**config.mk**
```make
export PLATFORM = sky130hd
export DESIGN_NAME = req_gnt_rr_arbiter
export DESIGN_NICKNAME = d
export VERILOG_FILES = /design/src/rtl/req_gnt_rr_arbiter.sv
export SDC_FILE = /design/constraint.sdc
export NUM_CORES = 1
export LEC_CHECK = 0
export CORE_MARGIN = 2
export CORE_UTILIZATION = 55
export CTS_CLUSTER_DIAMETER = 100
export CTS_CLUSTER_SIZE = 30
export DETAILED_ROUTE_END_ITERATION = 12
export DONT_BUFFER_PORTS = 1
export HOLD_SLACK_MARGIN = 0.15
export PLACE_DENSITY = 0.76
export SLEW_MARGIN = 20
export SYNTH_ARGS = -nofsm -noshare
export SYNTH_HDL_FRONTEND = slang
export SYNTH_SLANG_ARGS = --single-unit
```
**constraint.sdc**
```tcl
create_clock -name clk -period 1.65 [get_ports clk]
set_input_delay 0.4125 -clock clk [delete_from_list [all_inputs] [get_ports clk]]
set_output_delay 0.4125 -clock clk [all_outputs]
set_load 0.005 [all_outputs]
```
**src/rtl/req_gnt_rr_arbiter.sv**
```systemverilog
// ---------------------------------------------------------------------------
// req_gnt_rr_arbiter
// Round-robin arbiter sharing one resource among N requesters over a req/gnt
// handshake. Grants are registered and one-hot. An owner that holds its grant
// for MAX_HOLD cycles has it taken away (signalled by a one-cycle revoke
// pulse). Exactly GAP idle cycles separate consecutive grants.
//
// Ports:
//   clk        clock, all logic on posedge
//   rst_n      synchronous active-low reset
//   req        request vector, bit i = requester i wants the resource
//   gnt        one-hot grant (registered), zero when there is no owner
//   gnt_valid  OR of gnt (registered)
//   gnt_id     index of current owner, 0 when gnt_valid = 0
//   revoke     one-cycle pulse in the cycle after a timeout removed a grant
//   busy       high while a grant is active or the idle gap is running
// ---------------------------------------------------------------------------
module req_gnt_rr_arbiter #(
    parameter int N        = 4,
    parameter int MAX_HOLD = 8,
    parameter int GAP      = 1
) (
    input  logic                 clk,
    input  logic                 rst_n,
    input  logic [N-1:0]         req,
    output logic [N-1:0]         gnt,
    output logic                 gnt_valid,
    output logic [$clog2(N)-1:0] gnt_id,
    output logic                 revoke,
    output logic                 busy
);

    localparam int ID_W = $clog2(N);

    typedef enum logic [1:0] {
        IDLE  = 2'd0,
        GRANT = 2'd1,
        COOL  = 2'd2
    } state_t;

    state_t            state_r;
    logic [N-1:0]      gnt_r;
    logic              gnt_valid_r;
    logic [ID_W-1:0]   gnt_id_r;
    logic              revoke_r;
    logic              busy_r;
    logic [7:0]        hold_cnt_r;
    logic [3:0]        gap_cnt_r;
    logic [ID_W-1:0]   last_winner_r;

    logic              pick_valid_s;
    logic [ID_W-1:0]   pick_id_s;
    logic              arb_go_s;
    logic              owner_req_s;

    // Round-robin search: first set request bit after last_winner, wrapping
    // modulo N. Returns {found, index}.
    function automatic logic [ID_W:0] rr_pick(input logic [N-1:0] r,
                                              input logic [ID_W-1:0] lw);
        logic [ID_W:0] res;
        int            idx;
        res = '0;
        // Walk from the farthest candidate down so the nearest one wins.
        for (int off = N; off >= 1; off--) begin
            idx = int'(lw) + off;
            if (idx >= N) begin
                idx = idx - N;
            end else begin
                idx = idx;
            end
            if (r[idx]) begin
                res = {1'b1, idx[ID_W-1:0]};
            end else begin
                res = res;
            end
        end
        return res;
    endfunction

    // Arbitration decision and "arbitrate this edge" qualifier.
    always_comb begin
        {pick_valid_s, pick_id_s} = rr_pick(req, last_winner_r);
        // The last edge of the idle gap behaves exactly like IDLE.
        arb_go_s    = (state_r == IDLE) ||
                      ((state_r == COOL) && (gap_cnt_r == 4'd1));
        owner_req_s = req[gnt_id_r];
    end

    // Main state machine with registered outputs.
    always_ff @(posedge clk) begin
        if (!rst_n) begin
            state_r       <= IDLE;
            gnt_r         <= '0;
            gnt_valid_r   <= 1'b0;
            gnt_id_r      <= '0;
            revoke_r      <= 1'b0;
            busy_r        <= 1'b0;
            hold_cnt_r    <= 8'd0;
            gap_cnt_r     <= 4'd0;
            last_winner_r <= ID_W'(N - 1);
        end else begin
            revoke_r <= 1'b0;
            if (arb_go_s) begin
                gap_cnt_r <= 4'd0;
                if (pick_valid_s) begin
                    state_r     <= GRANT;
                    gnt_r       <= {{(N-1){1'b0}}, 1'b1} << pick_id_s;
                    gnt_valid_r <= 1'b1;
                    gnt_id_r    <= pick_id_s;
                    busy_r      <= 1'b1;
                    hold_cnt_r  <= 8'd1;
                end else begin
                    state_r     <= IDLE;
                    gnt_r       <= '0;
                    gnt_valid_r <= 1'b0;
                    gnt_id_r    <= '0;
                    busy_r      <= 1'b0;
                    hold_cnt_r  <= 8'd0;
                end
            end else begin
                case (state_r)
                    GRANT: begin
                        // Release wins over timeout when both happen at once.
                        if (!owner_req_s || (hold_cnt_r == 8'(MAX_HOLD))) begin
                            state_r       <= COOL;
                            gnt_r         <= '0;
                            gnt_valid_r   <= 1'b0;
                            gnt_id_r      <= '0;
                            busy_r        <= 1'b1;
                            hold_cnt_r    <= 8'd0;
                            gap_cnt_r     <= 4'(GAP);
                            last_winner_r <= gnt_id_r;
                            revoke_r      <= owner_req_s;
                        end else begin
                            hold_cnt_r <= hold_cnt_r + 8'd1;
                        end
                    end
                    COOL: begin
                        gap_cnt_r <= gap_cnt_r - 4'd1;
                    end
                    default: begin
                        state_r     <= IDLE;
                        gnt_r       <= '0;
                        gnt_valid_r <= 1'b0;
                        gnt_id_r    <= '0;
                        busy_r      <= 1'b0;
                        hold_cnt_r  <= 8'd0;
                        gap_cnt_r   <= 4'd0;
                    end
                endcase
            end
        end
    end

    assign gnt       = gnt_r;
    assign gnt_valid = gnt_valid_r;
    assign gnt_id    = gnt_id_r;
    assign revoke    = revoke_r;
    assign busy      = busy_r;

endmodule

```
* Yosys cells after proc, flatten, opt, wreduce, memory -nomap -nowiden
Index checks and enable logic that the tools add are counted.
** Word-level totals
- Memory bits (read-only) :: 0
- RAM bits :: 0
- Memories kept :: 0
- Bits in latches :: 0
- Register bits :: 25
- Word-level logic and storage cells :: 96
** Cells by class
- Add/subtract/negate cells :: 10
- Magnitude comparators :: 9
- Divide/modulo/power cells :: 0
- Reductions and logical operators :: 9
- Equality and inequality tests :: 7
- $mul :: 0
- Bitwise logic cells :: 4
- Shifts and indexed selects :: 1
- Muxes and demuxes :: 47
** Operators by type and width (count)
- 32-bit by 4-bit less-than comparator with 1-bit output, second input constant :: 4
- 32-bit two-way mux :: 4
- 1-bit two-way mux :: 16
- 4-bit two-way mux :: 4
- 8-bit two-way mux :: 2
- 4-bit case mux with 2 select lines :: 2
- 8-bit case mux with 2 select lines :: 1
- 3-bit two-way mux :: 4
- 3-bit by 3-bit subtractor with 4-bit output, second input constant :: 3
- 1-bit binary-select mux with 2-bit select :: 5
- 2-bit two-way mux :: 5
- 3-bit greater-or-equal comparator, second input constant :: 3
- 8-bit by 1-bit adder with 8-bit output, second input constant :: 1
- 8-bit by 4-bit equality test with 1-bit output, second input constant :: 1
- 2-bit case mux with 2 select lines :: 2
- 2-bit by 2-bit adder with 3-bit output, second input constant :: 2
- 4-bit by 3-bit subtractor with 5-bit output, second input constant :: 1
- 2-bit by 3-bit adder with 4-bit output, second input constant :: 1
- 4-bit by 1-bit equality test with 1-bit output, second input constant :: 1
- 4-bit by 3-bit greater-or-equal comparator with 1-bit output, second input constant :: 1
- 2-bit != test, second input constant :: 2
- 1-bit NOT :: 4
- 1-bit case mux with 2 select lines :: 2
- 4-bit OR reduction :: 1
- other kinds (14) :: 15

* Depth between registers and ports, before layout
Gate-level depths: netlist of the first run.
- Depth in word-level cells :: 13
- Mapped depth :: 7
- Gate-level depth less buffers :: 7

* Least setup slack after synthesis of the first run
No wires, ideal clock.
- Path type :: register -> register
- Start :: register hold_cnt_r[0]
- End :: register state_r[1]
- Setup slack :: -0.111 ns
- Stages on the path, launching flop included :: 8
- Arrival :: 1.632 ns
- Clock period less this slack :: 1.761 ns
- Path buffers :: 0
- Cells stage by stage :: dfxtp_1 inv_1 ha_1 or4b_4 o21a_1 and3_4 o21ai_4 o32ai_1
** On the way
- Word-level cells in the longest chain between the ends :: 4
** Ends and longest elaborated chain
- from (decl) :: RTL line 47 : logic [7:0] hold_cnt_r;
- from (signal assigned) :: RTL line 135 : hold_cnt_r <= hold_cnt_r + 8'd1;
- 8-bit by 4-bit equality test with 1-bit output :: RTL line 124 : if (!owner_req_s || (hold_cnt_r == 8'(MAX_HOLD))) begin
- 1-bit logical OR :: RTL line 124
- 3-bit != test (no line)
- 2-bit AND reduction (no line)
- to (signal assigned) :: RTL line 113 : state_r <= IDLE;
- to (signal assigned) :: RTL line 125 : state_r <= COOL;
- to (signal assigned) :: RTL line 142 : state_r <= IDLE;
- to (decl) :: RTL line 41 : state_t state_r;
No other way between the ends.
A chain may end at the register's enable or synchronous reset.

* Worst setup path after layout of the first run
Same ends and word-level chain as after synthesis.

==> results of run 1 <==
logic make-up after synthesis:
| group | count (synthesis) | synth area share [%] |
|---|---|---|
| adders and majority gates | 7 | 6.89 |
| AOI/OAI and AO/OA | 36 | 20.4 |
| and+or+nand+nor | 58 | 24.2 |
| DFF | 24 | 37.8 |
| xor gates and xnor gates | 5 | 3.45 |
| buffers and inverters | 12 | 4.43 |
| muxes | 2 | 2.85 |
through the flow:
stage | setup WS (ns) | power, mW | setup TNS (ns) | cell area, um^2
finish | -0.257 | 1.11 | -4.30 | 1590
global route | -0.312 | 1.16 | -5.96 | 1590
CTS | -0.235 | 1.09 | -3.99 | 1540
detailed placement | -0.258 | 0.828 | -4.07 | 1480
global placement | -0.197 | 0.817 | -2.82 | 1480
floorplan | -0.0788 | 0.750 | -0.638 | 1270
how the worst max path moves through the flow:
| stage | end | cells past startpoint | start | slack [ns] |
|---|---|---|---|---|
| 4_1_cts | busy | 7 | hold_cnt_r[0] | -0.24 |
| 2_1_floorplan | state_r[1] | 7 | hold_cnt_r[0] | -0.08 |
| 5_1_grt | gap_cnt_r[2] | 7 | hold_cnt_r[0] | -0.31 |
| 3_5_place_dp | hold_cnt_r[3] | 7 | gap_cnt_r[1] | -0.26 |
| 6_report | state_r[1] | 7 | hold_cnt_r[0] | -0.26 |
| 3_3_place_gp | state_r[1] | 7 | hold_cnt_r[0] | -0.20 |
cell usage after synthesis, types with 7 or more instances:
master / count
sky130_fd_sc_hd__a21oi_1: 7
sky130_fd_sc_hd__ha_1: 7
sky130_fd_sc_hd__nand2_1: 10
sky130_fd_sc_hd__dfxtp_1: 24
sky130_fd_sc_hd__inv_1: 10
sky130_fd_sc_hd__nor2_1: 17
sky130_fd_sc_hd__o21ai_0: 7
sky130_fd_sc_hd__nand3_1: 9
flip-flops by register name, summed over array words and instances, names as in the netlist:
register and count:
hold_cnt_r 8, gap_cnt_r 4, last_winner_r 2, revoke 1, gnt 4, state_r 2
gnt_id 2, busy 1
timing repair:
action / CTS / global route
endpoints found under the setup margin: 24 / 24
buffers inserted: 1 / 2
hold endpoints to repair: 0 / 0
pin swaps: 8 / 3
resized for setup: 8 / 8
cloned: 0 / 0
power breakdown:
group | internal [mW] | switching, mW | leakage [nW]
combinational | 0.110 | 0.122 | 0.452
clock | 0.0857 | 0.178 | 0.0138
sequential | 0.603 | 0.0177 | 0.196
worst max-delay path, stage by stage (launching register included):
cell	delay (ns)
sky130_fd_sc_hd__dfxtp_2	0.35
sky130_fd_sc_hd__inv_2	0.07
sky130_fd_sc_hd__ha_4	0.12
sky130_fd_sc_hd__or4b_4	0.48
sky130_fd_sc_hd__o21a_1	0.20
sky130_fd_sc_hd__and3_4	0.19
sky130_fd_sc_hd__o21ai_4	0.26
sky130_fd_sc_hd__o32ai_2	0.12
layout by cell type (no fill, tap or decap), drive strengths merged, types with 3 or more instances in the layout:
cell and instances:
ha 7, nand3 9, nand4 3, o21ai 8, nand2 10, nor3b 3
nor2 17, buf 28, inv 10, a21oi 8, clkbuf 3, dfxtp 24
nor3 3, a21o 3, xor2 3, and3 5
area by class of cell:
| cell class | count | area (um^2) | area share (%) |
|---|---|---|---|
| flip-flops and latches | 24 | 483 | 30.4 |
| clock buffers | 3 | 22.5 | 1.42 |
| repair buffers | 28 | 210 | 13.2 |
| multi-input cells | 108 | 802 | 50.4 |
| inverters | 10 | 37.5 | 2.36 |
| well taps | 28 | 35.0 | 2.20 |
layer usage:
metal | GRT usage [%] | up-vias
met1 | 30.0 | 585
met2 | 48.9 | 43
met3 | 3.16 | 10
met4 | 9.21 | 0
li1 | - | 587
met5 | 0 | -
==> results.env, run 1 <==
DRV_CAP=0
DIE-AREA_UM2=2710
FIRST_PASS_GRT_WIRE_LENGTH_UM=5230
POSTROUTEWIRELENGTH_UM=3370
TIMING.CRITICAL_PATH.REQUIRED_NS=1.86
CLK_LATENCY_NS=0.32
POST_ROUTE_CELLS_DRIVE_ABOVE_1_SHARE_PCT=31.2
YOSYSWARNINGCOUNT=0
CELLLEAKAGEPOWER_nW=0.662
POSTCTSHOLDBUFS=0
RR_STARTPOINT='hold_cnt_r[0]'
DIODES=0
M1WIRELENGTH_UM=1410
SYNTHARSTFLOPSHARE_PCT=0
NUMBER_OF_GLOBAL_ROUTE_VIAS_BEFORE_REPAIR=1218
NETLIST-CELL-TYPE-COUNT=44
PLACEMENT_ROWS=17
WIRE_PER_INST_UM=16.8
TIMING.CRITICAL_PATH.FANOUT_MAX=7
LAYOUT.CORE_UTILIZATION_PCT=72.6
GRT_SETUP_UNREPAIRED='yes'
HOLDCRITPATHCLASS='in -> reg'
SETUP.WORST_PATH.START_CLASS='flip-flop'
IR_WORST_VDD_mV=0.691
FAILED_CHECKS='negative setup slack'
FINAL_PERIOD_UTILIZATION_PCT=116
LAYOUT_MIN_CYCLE_TIME_NS=1.91
SYNTH_TOP_CELL_BY_AREA='sky130_fd_sc_hd__dfxtp_1'
TIMING.REG2REG.WORST_PATH_DEPTH=7
ROUTE.DETAILED.DRC=0
ROUTED-WL-MET3_UM=155
FINAL_CRITICAL_PATH_SETUP_SLACK_NS=-0.257
SETUP_VIOLATIONS=24
REMAINING_NUMBER_OF_NETS_FLAGGED_BY_THE_ANTENNA_CHECK_AFTER_ROUTING=0
CRIT_TYPE='reg -> reg'
HOLDPATHSTAGES=1
PLACE.DETAILED.INSTANCES=195
HPWL_UM=2470
SYNTH_SEQ_CELLS=24
SYN_AREA_PER_CELL_UM2=8.83
CLKSLEWWORSTSETUPHOLDPATHS_NS=0.13
PLACE.PORT_BUFFERS=0
WORST_EP_ARRIVAL_TIME_NS=2.12
MAXSLEWHEADROOM_PCT=64.3
DRT-INITIAL-DRC-COUNT=32
FINALHOLDVIOLCOUNT=0
DR.MAX_LAYER_USED='met4'
SYN-CELL-AREA_UM2=1270
GRT_REMAINING_OVERFLOW=0
DIE_W_UM=52.1
CTS_BUFFERS=3
MAPPEDNETLISTNETS=157
CRITICAL_PATH.REG2REG.ENDPOINT='state_r[1]'
PIN_COUNT=15
CTS.SINKS=24
FINAL_NET_COUNT=188
DETAILEDROUTE.FIRSTPASSITERATIONCOUNT=4
GR-USAGE-ALL-LAYERS_PCT=26.2
VIAS_PER_CELL=6.09
CLOCK-SKEW-FINAL_NS=0.00177
MAX_FREQ_GHz=0.524
GRT_ANTENNA_BEFORE_REPAIR=0
YS_SEQ_AREA_SHARE_PCT=37.8
OUTCOME='finished, violations left'
GRT_MAX_DEGREE=13
CTS_TREE='built'
FINALWEIGHTEDCONGESTION=0.818
TOP_AREA_CELL_TYPE_SHARE_OF_THE_NETLIST_AREA_PCT=37.8
TIMING.CRITICAL_PATH.TO_TYPE='flip-flop'
NUMBER_OF_VIAS_AFTER_DETAILED_ROUTING=1225
CTS.ROOT.BUFFER_CELL='sky130_fd_sc_hd__clkbuf_4'
NUMBER_OF_INSTANCES_IN_THE_SYNTHESIZED_NETLIST=144
INSTANCES_NO_FILL=201
MAX_SLEW.WORST_PIN.SLEW_NS=0.533
FF2FF_SETUP_SLACK_NS=-0.26
PWR_DENSITY_nW_PER_UM2=701
DIE_HEIGHT_UM=52.1
N_FILL_CELL=163
SYNTH_EDF_COUNT=0
CORE_UM2=2190
WHS_NS=0.175
AREAGROWTHSYNTHTOFINISH_PCT=25.1
HTREE_NUM_LEVELS=1
WORSTHOLDENDPOINT='last_winner_r[0]'
PRIMARY_FLIP_FLOP_CELL_CHOSEN_BY_SYNTHESIS_MAPPING='sky130_fd_sc_hd__dfxtp_1'
INITIAL_CORE_UTIL_PCT=58.0
REPORT.FINAL.SLEW_VIOL_COUNT=0
WL_MET2_UM=1700
SYNTH.AREA.TOP_CELLS='sky130_fd_sc_hd__dfxtp_1 (38%), sky130_fd_sc_hd__ha_1 (6.9%), sky130_fd_sc_hd__nor2_1 (5.0%)'
WORST_HOLD_PATH_STARTPOINT='rst_n'
CTS-ROOT-TO-SINK-BUFFERS=2
(Power assumes the default switching activity.)
==> run 2, diff against run 1 <==
--- a/config.mk
+++ b/config.mk
@@ -5,14 +5,14 @@
 export SDC_FILE = /design/constraint.sdc
 export NUM_CORES = 1
 export LEC_CHECK = 0
+export BUFFER_PORTS_ARGS = -buffer_cell sky130_fd_sc_hd__buf_2
 export CORE_MARGIN = 2
-export CORE_UTILIZATION = 55
+export CORE_UTILIZATION = 51
 export CTS_CLUSTER_DIAMETER = 100
 export CTS_CLUSTER_SIZE = 30
 export DETAILED_ROUTE_END_ITERATION = 12
-export DONT_BUFFER_PORTS = 1
 export HOLD_SLACK_MARGIN = 0.15
-export PLACE_DENSITY = 0.76
+export PLACE_DENSITY = 0.77
 export SLEW_MARGIN = 20
 export SYNTH_ARGS = -nofsm -noshare
 export SYNTH_HDL_FRONTEND = slang
==> results.env, run 2 (synthesized netlist as in run 1, its figures left out) <==
OUTCOME='finished, violations left'
FAILED_CHECKS='negative setup slack'
ROUTING_USAGE_ON_MET3_PCT=2.50  # -0.66 points
COMB_POWER_SHARE_PCT=22.0  # +1.3 points
PLACEMENT_ROWS=18  # +1
POSTCTSHOLDBUFS=0  # unchanged
CTS-ROOT-TO-SINK-BUFFERS=2  # unchanged
CLK_LATENCY_NS=0.32  # about the same
FINAL_PERIOD_UTILIZATION_PCT=115  # -0.30 points
ROUTE.DETAILED.DRC=0  # unchanged
GRT_MAX_DEGREE=13  # unchanged
FINALWEIGHTEDCONGESTION=0.907  # +11%
TIMING.CRITICAL_PATH.TO_TYPE='flip-flop'
FINALHOLDVIOLCOUNT=0  # unchanged
RR_STARTPOINT='hold_cnt_r[0]'
GR-USAGE-ALL-LAYERS_PCT=24.3  # -1.9 points
POWER.SWITCHING_FRACTION_PCT=28.2  # -0.27 points
GRT_ANTENNA_BEFORE_REPAIR=0  # unchanged
CLKPWRFRAC_PCT=23.0  # -0.6 points
CTS_TREE='built'
TOTAL_POWER_mW=1.12  # +0.72%
FIRST_PASS_GRT_WIRE_LENGTH_UM=5130  # -1.9%
PWR_DENSITY_nW_PER_UM2=678  # -3.2%
HOLDPATHSTAGES=3  # +2
P_SW_mW=0.316  # -0.23%
SETUP.WORST_PATH.START_CLASS='flip-flop'
MOSTFREQUENTLAYOUTCELL='sky130_fd_sc_hd__buf_4'
FLIP_FLOP_COUNT_OF_THE_LARGEST_REGISTER_AFTER_LAYOUT=8  # unchanged
HPWL_UM=2290  # -7.4%
GRTUSAGEMET1_PCT=29.0  # -1.0 points
INITIAL_CORE_UTIL_PCT=52.8  # -5.3 points
CORE_UM2=2410  # +10%
DRT-INITIAL-DRC-COUNT=31  # -3.1%
POWER.SEQUENTIAL.FRACTION_PCT=55.0  # -0.6 points
CELLLEAKAGEPOWER_nW=0.730  # +10%
N_FILL_CELL=193  # +18%
IR_WORST_VDD_mV=0.464  # -33%
PLACE.PORT_BUFFERS=14  # +14
CTS.ROOT.BUFFER_CELL='sky130_fd_sc_hd__clkbuf_4'
FINAL_CRITICAL_PATH_SETUP_SLACK_NS=-0.252  # +0.00493 ns
WORST_HOLD_PATH_STARTPOINT='rst_n'
LAYOUT_MIN_CYCLE_TIME_NS=1.90  # -0.00493 ns
CLKSLEWWORSTSETUPHOLDPATHS_NS=0.12  # about the same
PIN_COUNT=15  # unchanged
CRIT_PATH_START='hold_cnt_r[0]'
TIMING.CRITICAL_PATH.FANOUT_MAX=7  # unchanged
GRT_REMAINING_OVERFLOW=0  # unchanged
VIAS_PER_CELL=5.56  # -8.8%
GROUTE.LAYER.MET2.USAGE_PCT=43.5  # -5.4 points
CTS.SINKS=24  # unchanged
REMAINING_NUMBER_OF_NETS_FLAGGED_BY_THE_ANTENNA_CHECK_AFTER_ROUTING=0  # unchanged
MOST_CROWDED_LAYER_GR='met2'
INSTANCES_NO_FILL=218  # +8.5%
DRV_CAP=0  # unchanged
CRIT_TYPE='reg -> reg'
POSTROUTEWIRELENGTH_UM=3080  # -8.6%
DIE-AREA_UM2=2910  # +7.2%
DETAILEDROUTE.FIRSTPASSITERATIONCOUNT=5  # +1
CTS_BUFFERS=3  # unchanged
SETUP_VIOLATIONS=24  # unchanged
FF2FF_SETUP_SLACK_NS=-0.25  # about the same
GRT_SETUP_UNREPAIRED='yes'
POST_ROUTE_CELLS_DRIVE_ABOVE_1_SHARE_PCT=35.1  # +3.9 points
CELLINTERNALPOWER_mW=0.807  # +1.1%
HOLDCRITPATHCLASS='in -> reg'
MAX_FREQ_GHz=0.526  # +0.26%
AREAGROWTHSYNTHTOFINISH_PCT=30.2
HTREE_NUM_LEVELS=1  # unchanged
WORST_EP_ARRIVAL_TIME_NS=2.11  # about the same
DIODES=0  # unchanged
REGMOSTFLOPS='hold_cnt_r'
DIE_W_UM=53.9  # +3.6%
NUMBER_OF_GLOBAL_ROUTE_VIAS_BEFORE_REPAIR=1235  # +1.4%
TIMING.CRITICAL_PATH.REQUIRED_NS=1.85  # about the same
REPORT.FINAL.SLEW_VIOL_COUNT=0  # unchanged
MAXSLEWHEADROOM_PCT=70.7  # +6.5 points
CLOCK-SKEW-FINAL_NS=0.00251  # +0.000738 ns
WORSTHOLDENDPOINT='hold_cnt_r[0]'
MOST-COMMON-LAYOUT-CELLS='sky130_fd_sc_hd__buf_4 (29), sky130_fd_sc_hd__dfxtp_1 (23), sky130_fd_sc_hd__nor2_1 (17)'
TIMING.REG2REG.WORST_PATH_DEPTH=7  # unchanged
CRITICAL_PATH.REG2REG.ENDPOINT='state_r[1]'
PLACE.DETAILED.INSTANCES=212  # +8.7%
DIE_HEIGHT_UM=53.9  # +3.6%
FINAL_NET_COUNT=203  # +8.0%
MAX_SLEW.WORST_PIN.SLEW_NS=0.437  # -0.0963 ns
WIRE_PER_INST_UM=14.1  # -16%
NUMBER_OF_VIAS_AFTER_DETAILED_ROUTING=1212  # -1.1%
[run 2: worst max-delay path by stage]
stage | to | slack [ns] | depth (start not counted)
3_3_place_gp | state_r[1] | -0.22 | 6
2_1_floorplan | state_r[1] | -0.08 | 7
5_1_grt | state_r[1] | -0.29 | 7
3_5_place_dp | state_r[1] | -0.31 | 6
6_report | state_r[1] | -0.25 | 7
4_1_cts | state_r[1] | -0.21 | 7
[run 2: area by class of cell]
class / instances / area [um^2] / share of cell area [%]
Clock buffer: 3 / 22.5 / 1.36
Timing Repair Buffer: 43 / 288 / 17.4
Tap cell: 30 / 37.5 / 2.27
Multi-Input combinational cell: 108 / 788 / 47.6
Inverter: 10 / 37.5 / 2.27
Sequential cell: 24 / 482 / 29.1
[run 2: critical path: stages, from the launching register on]
cell and delay, ns:
sky130_fd_sc_hd__dfxtp_2 0.34, sky130_fd_sc_hd__inv_2 0.05, sky130_fd_sc_hd__ha_1 0.13, sky130_fd_sc_hd__or4b_4 0.49, sky130_fd_sc_hd__o21a_1 0.22, sky130_fd_sc_hd__and3_4 0.20, sky130_fd_sc_hd__o21ai_4 0.23, sky130_fd_sc_hd__o32ai_2 0.14
[run 2: metrics by stage]
stage	setup TNS [ns]	hold WS (ns)	worst slack, ns	area (um^2)	utilization (%)
2_1_floorplan	-0.638	0.451	-0.0788	1270	-
3_3_place_gp	-3.31	0.434	-0.222	1560	64.6
3_5_place_dp	-4.32	0.443	-0.305	1560	64.6
4_1_cts	-3.34	0.446	-0.208	1610	66.8
5_1_grt	-5.42	0.454	-0.295	1660	68.7
6_report	-3.65	0.451	-0.252	1660	68.7
[run 2: what timing repair did]
action                                  CTS  global route
endpoints found under the setup margin   24            24
pin swaps                                 4             5
cloned                                    0             0
resized for setup                         4             9
buffers inserted                          1             2
[run 2: power groups by stage]
| stage | clock network (mW) | logic (mW) | registers, mW |
|---|---|---|---|
| 2_1_floorplan | 0 | 0.117 | 0.633 |
| 3_3_place_gp | 0 | 0.208 | 0.628 |
| 3_5_place_dp | 0 | 0.215 | 0.629 |
| 4_1_cts | 0.264 | 0.225 | 0.617 |
| 5_1_grt | 0.286 | 0.271 | 0.620 |
| 6_report | 0.259 | 0.247 | 0.617 |
[run 2: layer usage]
metal	share of wire, %	wire [um]
met1	43	1320
met2	52	1590
met3	2.9	89
met4	2.6	80
met5	0	0
